`src/rtl/ld_down_counter.sv`:
```
// ld_down_counter: loadable, cascadable down counter with borrow chain and registered terminal-count pulse.
// Define LD_DOWN_COUNTER_AUTORELOAD_EN to wrap to the last loaded value instead of all-ones.
module ld_down_counter #(
   parameter int WIDTH = 4
) (
   input  logic             CK,
   input  logic             CD,
   input  logic             SP,
   input  logic             SD,
   input  logic             BI,
   input  logic [WIDTH-1:0] D,
   output logic [WIDTH-1:0] Q,
   output logic             BO,
   output logic             TC
);
   logic [WIDTH-1:0] wrap;
`ifdef LD_DOWN_COUNTER_AUTORELOAD_EN
   logic [WIDTH-1:0] rld;
   always_ff @(posedge CK)
      if (CD) rld <= '0;
      else if (SP && SD) rld <= D;
   assign wrap = rld;
`else
   assign wrap = '1;
`endif
   assign BO = BI & (Q == '0);
   always_ff @(posedge CK)
      if (CD) begin
         Q  <= '0;
         TC <= 1'b0;
      end else if (SP) begin
         if (SD) begin
            Q  <= D;
            TC <= 1'b0;
         end else if (BI) begin
            Q  <= (Q == '0) ? wrap : Q - 1'b1;
            TC <= (Q == WIDTH'(1));
         end else
            TC <= 1'b0;
      end
endmodule

```
`config.mk`:
```
export PLATFORM = sky130hd
export DESIGN_NAME = ld_down_counter
export DESIGN_NICKNAME = d
export VERILOG_FILES = /design/src/rtl/ld_down_counter.sv
export SDC_FILE = /design/constraint.sdc
export NUM_CORES = 1
export LEC_CHECK = 0
export BUFFER_PORTS_ARGS = -buffer_cell sky130_fd_sc_hd__buf_4
export CORE_AREA = 4 4 41 43
export CTS_CLUSTER_DIAMETER = 200
export DETAILED_ROUTE_END_ITERATION = 10
export DIE_AREA = 0 0 45 47
export GPL_ROUTABILITY_DRIVEN = 0
export PLACE_DENSITY_LB_ADDON = 0.15
export SETUP_SLACK_MARGIN = 0.15
export SLEW_MARGIN = 20
export SYNTH_ARGS = -nofsm -noshare
export SYNTH_HDL_FRONTEND = slang
export SYNTH_SLANG_ARGS = --single-unit
```
`constraint.sdc`:
```
create_clock -name CK -period 2.5 [get_ports CK]
set_clock_uncertainty 0.2 [all_clocks]
set_input_delay 0.625 -clock CK [delete_from_list [all_inputs] [get_ports CK]]
set_output_delay 0.625 -clock CK [all_outputs]
set_load 0.005 [all_outputs]
```
**Word-level counts from Yosys, hierarchy flattened**

Cells that the tools add are included.

- Reductions and logical operators: 3
- Add/sub/neg operators: 1
- Muxes and demuxes: 5
- Equality and inequality tests: 1
- Bitwise operators: 1

Operators by type and width:

| operator | count |
|---|---|
| 4-bit two-way mux | 3 |
| 4-bit by 1-bit equality test with 1-bit output (second input constant) | 1 |
| 4-bit zero test | 1 |
| 4-bit by 1-bit subtractor with 4-bit output (second input constant) | 1 |
| 1-bit two-way mux | 2 |
| 2-bit AND reduction | 1 |
| 2-bit nonzero test | 1 |
| 1-bit bitwise AND | 1 |

- Input port bits: 9
- Word-level logic and storage cells: 13
- Flip-flop bits (word level): 5
- Output and inout bits: 6

**Longest topological paths before layout**

Gate-level depths: netlist (run 1).

- Word-level depth: 4
- Gate-level depth with buffers: 6
- Mapped depth without buffers: 6

**Worst setup path after synthesis (run 1)**

No wires, ideal clock.

- Path type: input to output
- Start point: input port BI
- End point: output port BO
- Arrival: 971 ps
- Required time: 1,675 ps
- Path buffers: 0
- Setup slack: 704 ps
- Stages: 2
- Cell sequence: nor3b_1 -> and2_1

- Longest elaborated chain between the ends: 1

Ends and longest elaborated chain:

| what | RTL line | text |
|---|---|---|
| start: declaration | 10 | `input logic BI,` |
| 1-bit bitwise AND | 26 | `assign BO = BI & (Q == '0);` |
| end: declaration | 13 | `output logic BO,` |

No other way between the ends.

**Worst setup path in the final report (run 1)**

- Start point: register Q[0]
- End point: output port BO

- Longest elaborated chain between the ends: 2

Ends and longest elaborated chain:

| what | RTL line | text |
|---|---|---|
| start: declaration | 12 | `output logic [WIDTH-1:0] Q,` |
| start signal: assignment | 36 | `Q <= (Q == '0) ? wrap : Q - 1'b1;` |
| 4-bit zero test | 26 |  |
| 1-bit bitwise AND | 26 |  |

No other way between the ends.

==> run metrics, run 1 <==
IO Port Bufs 14; number of remaining DRC errors 0; Seq. cell area roughly 100 µm²; nets@finish 68; Routed WL 772 µm; CP Capture Type output port; Arrival @ worst endpoint around 1.3 ns; share of layout cells above drive strength 1 33.9%; fmax approximately 480 MHz; Yosys warnings 0; Post-CTS Repair Setup Buffers 0; WP data required 1.67 ns; post-synth cell types 21; top post-synthesis cells by area dfxtp_1, a21oi_1, ha_1; cell count after synthesis 39; P_leak about 0.20 nW; CP max FO 6; # diodes 0; Worst Hold Slack approximately 0.26 ns; total track usage 7.83%; vias per cell between 4 and 5; post-synth net total 50; CORE AREA 1300 µm²; CP Launch Type flop; CTS tree yes; first-pass GRT wire length 1170 µm; CTS sink count 5; switching power 0.0647 mW; clk slew on worst S/H paths 0.04 ns; Post-DP HPWL 597 µm; Initial DRT Pass Iterations 2; Starting Density 23.7%; Sw Share about a quarter; multi-input logic area 193 µm²; met3 Use GR 5.36%; CTS Hold Bufs 0; VDD IR-drop max 0.271 mV; power density over the cells 535 nW/µm²; Final period util 84.0%; Logic pwr share between 20% and 30%; Slew @ Worst Pin 0.271 ns; RSZ-0062 raised after global routing no; met1 Resource Use GR roughly 9%; status finished, final reports clean; WS Path Type reg -> out; endpoints failing setup 0; Int Pwr 0.178 mW; P&R area growth vs syn 47.0%; initial antenna violation count 0; post-synth top area cell dfxtp_1; worst hold path type reg -> reg; Clk Latency, worst-skew pair 0.24 ns; CTS HTree Levels 1; vias in the first global route 293; total CTS buffers 3; Pins Over Slew Limit 0; DRT iter0 DRCs 5; largest net degree at the start of global routing 12; die area ~2100 µm²; synthesis-stage register bit count 5; CTS max path bufs 2; setup_tns 0 ns; post-synthesis sequential area ratio 32.4%; vias between 300 and 400; commonest non-fill, non-tap cell in the layout buf_4; Filler cells 149; IO Pins 15; Die X-Extent between 40 and 50 µm; post_cts resized 0; Period minus WS final about 2.1 ns; max-cap viol count 0; clock root buffer clkbuf_4; remaining antenna violation count 0; Slew headroom 81.7%; Die Ht 47 µm; commonest cells after routing, fill and taps aside buf_4, nor2_1, dfxtp_1, a21oi_1; met2 GRT Util 11.9%; Mapped Avg Cell Area ~8 µm²; Seq pwr share 38.4%; share of the synthesized area in the top cell type 32.4%; FP Rows 13; Final Hold Vio Count 0; clock share of power a little under two fifths; wire length per cell 10.9 µm; Congestion Overflow GR 0; synthesized area 309 µm²; Top Usage Layer GRT met2
-- logic make-up after synthesis --
| family | count (synthesis) | synth area share [%] |
|---|---|---|
| and+or+nand+nor | 16 | 28.7 |
| adders and majority gates | 2 | 8.10 |
| DFF | 5 | 32.4 |
| AOI/OAI and AO/OA | 12 | 25.5 |
| buffers and inverters | 4 | 5.26 |
-- flip-flops by register name, indices dropped and copies added (netlist names) --
signal  cells
TC          1
Q           4
-- synth_stat cells, drive strengths merged --
master	count
a22oi	1
nand2	2
buf	1
o21a	1
a211oi	1
nor3	1
nand4b	1
nand3	1
a21oi	5
o311a	1
nor2	6
o21bai	1
o21ai	2
dfxtp	5
nor4b	1
and2	1
nand2b	2
inv	3
ha	2
nor3b	1
-- worst max-delay path: stages, from the launching register on --
cell     delay, ns
dfxtp_1       0.44
inv_1         0.09
ha_1          0.24
and2_1        0.14
buf_4         0.13
-- final cells by class --
type                            count  area share (%)
Multi-Input combinational cell     30            42.4
Timing Repair Buffer               14            23.1
Sequential cell                     5            22.0
Clock buffer                        4            5.79
Tap cell                           15            4.13
Inverter                            3            2.48
-- path summary, 6_finish.rpt --
check	startpoint	endpoint	slack, ns	cells after the start
setup / recovery	Q[0]	BO	0.40	4
hold / removal	TC	TC	0.26	2
setup reg to reg	Q[0]	Q[3]	0.85	6
hold reg to reg	TC	TC	0.26	2
-- metal layers --
metal / vias to the layer above / share of wire [%]
li1: 171 / -
met1: 143 / 45
met2: 10 / 47
met3: 0 / 8.3
met4: 0 / 0
met5: - / 0
-- power groups by stage --
stage                     sequential [mW]  combinational (mW)  clock [mW]
after global routing               0.0946              0.0641       0.106
final                              0.0934              0.0572      0.0926
after detailed placement           0.0949              0.0574           0
after global placement             0.0957              0.0579           0
after CTS                          0.0935              0.0579      0.0960
after floorplan                    0.0937              0.0307           0
-- metrics by stage --
step	power, mW	setup WS (ns)	util (%)	instance area (µm²)	cells
final	0.243	0.400	34.9	454	71
after global routing	0.265	0.297	34.9	454	71
after CTS	0.247	0.386	34.9	454	71
after detailed placement	0.152	0.487	32.9	428	67
after global placement	0.154	0.507	32.9	428	67
after floorplan	0.124	0.704	-	309	39
Note: power is estimated with default switching activity, not from simulation.
==> run 2: changes to the inputs <==
==> constraint.sdc (replaced) <==
create_clock -name CK -period 1.9 [get_ports CK]
set_clock_uncertainty 0.2 [all_clocks]
set_input_delay 0.475 -clock CK [delete_from_list [all_inputs] [get_ports CK]]
set_output_delay 0.475 -clock CK [all_outputs]
set_load 0.005 [all_outputs]
==> run 2 against run 1 <==
Against the previous run: sequential share of layout area down 0.91 points; design area up 12%; non-clock buffer count up 4; cell count up 5.6%; first-iteration DRC count unchanged; critical path depth unchanged; flip-flop and latch count unchanged; sequential power up 30%; global-route usage up 0.96 points; register-to-register slack worse by 0.52 ns; clock-buffer cell count unchanged; largest cell class unchanged; largest power group unchanged.
==> run metrics, run 2 (synthesized netlist as in run 1, its figures left out) <==
Seq. cell area 108 µm² (was 100 µm²); fin area 509 µm² (was 454 µm²); RSZ-0062 raised after global routing yes (was no); share of layout cells above drive strength 1 50.0% (was 33.9%); Initial DRT Pass Iterations 3 (was 2); met1 Resource Use GR 9.13% (was 9.11%); placed cell area 435 µm² (was 428 µm²); commonest non-fill, non-tap cell in the layout buf_4 (unchanged); Die Ht 47 µm (unchanged); Final Hold Vio Count 0 (unchanged); CTS tree yes (unchanged); RR Endpoint Q[3] (unchanged); wire length per cell 11.3 µm (was 10.9 µm); max-cap viol count 0 (unchanged); CTS sink count 5 (unchanged); P&R area growth vs syn 64.8% (was 47.0%); max FFs per register 4 (unchanged); die area 2120 µm² (unchanged); total track usage 8.78% (was 7.83%); Clk Latency, worst-skew pair 0.24 ns (about the same); Worst Setup SP Q[0] (unchanged); nets@finish 72 (was 68); dpl cells 68 (was 67); FP Rows 13 (unchanged); Final period util 89.8%; CP max FO 2 (was 6); met3 Use GR 5.75% (was 5.36%); fmax 586 MHz; FF-to-FF setup slack 0.33 ns (was 0.85 ns); crit-path cells inv_1 > ha_4 > and2_1 > buf_4 (was inv_1 > ha_1 > and2_1 > buf_4); CP Capture Type output port (unchanged); VDD IR-drop max 0.545 mV (was 0.271 mV); Pins Over Slew Limit 0 (unchanged); first-pass GRT wire length 1280 µm (was 1170 µm); Period minus WS final 1.71 ns; IO Pins 15 (unchanged); Congestion Overflow GR 0 (unchanged); Slew @ Worst Pin 0.296 ns (was 0.271 ns); worst slack after detailed placement 0.175 ns (was 0.487 ns); WP data required 1.22 ns (was 1.67 ns); WS Path Type reg -> out (unchanged); Starting Density 23.7% (unchanged); CP delay by family, top flip-flops (unchanged); r2r worst-path depth 7 (was 6); Layout Cells excl Fill 75 (was 71); multi-input logic area 210 µm² (was 193 µm²); remaining antenna violation count 0 (unchanged); CTS HTree Levels 1 (unchanged); Slew headroom 80.0% (was 81.7%); setup_tns 0 ns (unchanged); Largest Register Q (unchanged); met2 GRT Util 15.0% (was 11.9%); Filler cells 151 (was 149); Crit path depth 4 (unchanged); timing endpoint of the critical path BO (unchanged); total CTS buffers 3 (unchanged); worst hold path type in -> reg (was reg -> reg); final worst slack 0.194 ns (was 0.400 ns); DRT iter0 DRCs 5 (unchanged); vias 360 (was 324); largest net degree at the start of global routing 12 (unchanged); Max stage delay on crit path 0.32 ns (was 0.44 ns); Arrival @ worst endpoint 1.03 ns (was 1.28 ns); Routed WL 844 µm (was 772 µm); vias in the first global route 319 (was 293); CTS max path bufs 2 (unchanged); endpoints failing setup 0 (unchanged); power density over the cells 662 nW/µm² (was 535 nW/µm²); Top Usage Layer GRT met2 (unchanged); commonest cells after routing, fill and taps aside buf_4, nor2_1, a21oi_1 (was buf_4, nor2_1, dfxtp_1, a21oi_1); clk slew on worst S/H paths 0.04 ns (about the same); Post-DP HPWL 611 µm (was 597 µm); initial antenna violation count 0 (unchanged); CORE AREA 1300 µm² (unchanged); RR Startpoint Q[0] (unchanged); status finished, final reports clean (unchanged); Largest regs Q (4), TC (1) (unchanged); clock root buffer clkbuf_4 (unchanged); number of remaining DRC errors 0 (unchanged); IO Port Bufs 14 (unchanged); vias per cell 4.80 (was 4.56); CP max stage cell dfxtp_2 (was dfxtp_1); # diodes 0 (unchanged); CP Launch Type flop (unchanged); P_leak 0.224 nW (was 0.198 nW); buffers and inverters on the worst path 2 (unchanged); Die X-Extent 45 µm (unchanged); Power Total 0.337 mW (was 0.243 mW)
run 2: cell count changes in the layout (fill, tap and decap cells not counted), sizes merged:
cell / change
buf: +4
run 2: per-layer routing:
| layer | wire length (µm) | vias up |
|---|---|---|
| met1 | 329 | 166 |
| li1 | - | 181 |
| met2 | 433 | 13 |
| met4 | 0 | 0 |
| met5 | 0 | - |
| met3 | 81 | 0 |
run 2: timing repair:
| action | CTS | global route |
|---|---|---|
| hold buffers | 0 | 0 |
| setup buffers | 2 | 1 |
| pin swaps | 1 | 1 |
| setup endpoints to repair | 1 | 1 |
| gates cloned | 0 | 0 |
| gates resized for setup | 4 | 5 |
run 2: how the worst min path moves through the flow:
| stage | end | startpoint | cells after the start | slack (ns) |
|---|---|---|---|---|
| after floorplan | TC | TC | 2 | 0.26 |
| after global placement | TC | TC | 2 | 0.26 |
| after detailed placement | TC | TC | 2 | 0.26 |
| after CTS | Q[1] | CD | 2 | 0.23 |
| after global routing | Q[3] | CD | 2 | 0.22 |
| final | Q[3] | CD | 2 | 0.23 |
run 2: cell type report:
class | instances | share of cell area (%)
Tap cell | 15 | 3.69
Clock buffer | 4 | 5.16
Inverter | 3 | 2.21
Sequential cell | 5 | 21.1
Multi-Input combinational cell | 30 | 41.3
Timing Repair Buffer | 18 | 26.5
run 2: through the flow:
step | util (%) | hold slack [ns]
floorplan | - | 0.255
global placement | 33.5 | 0.265
detailed placement | 33.5 | 0.262
CTS | 37.5 | 0.231
global route | 39.1 | 0.225
finish | 39.1 | 0.230
run 2: report_power, final:
part	total, mW	internal (mW)	leakage, nW	switching, mW
registers	0.121	0.114	0.0428	0.00752
clock network	0.120	0.0792	0.0150	0.0411
logic	0.0958	0.0550	0.166	0.0408
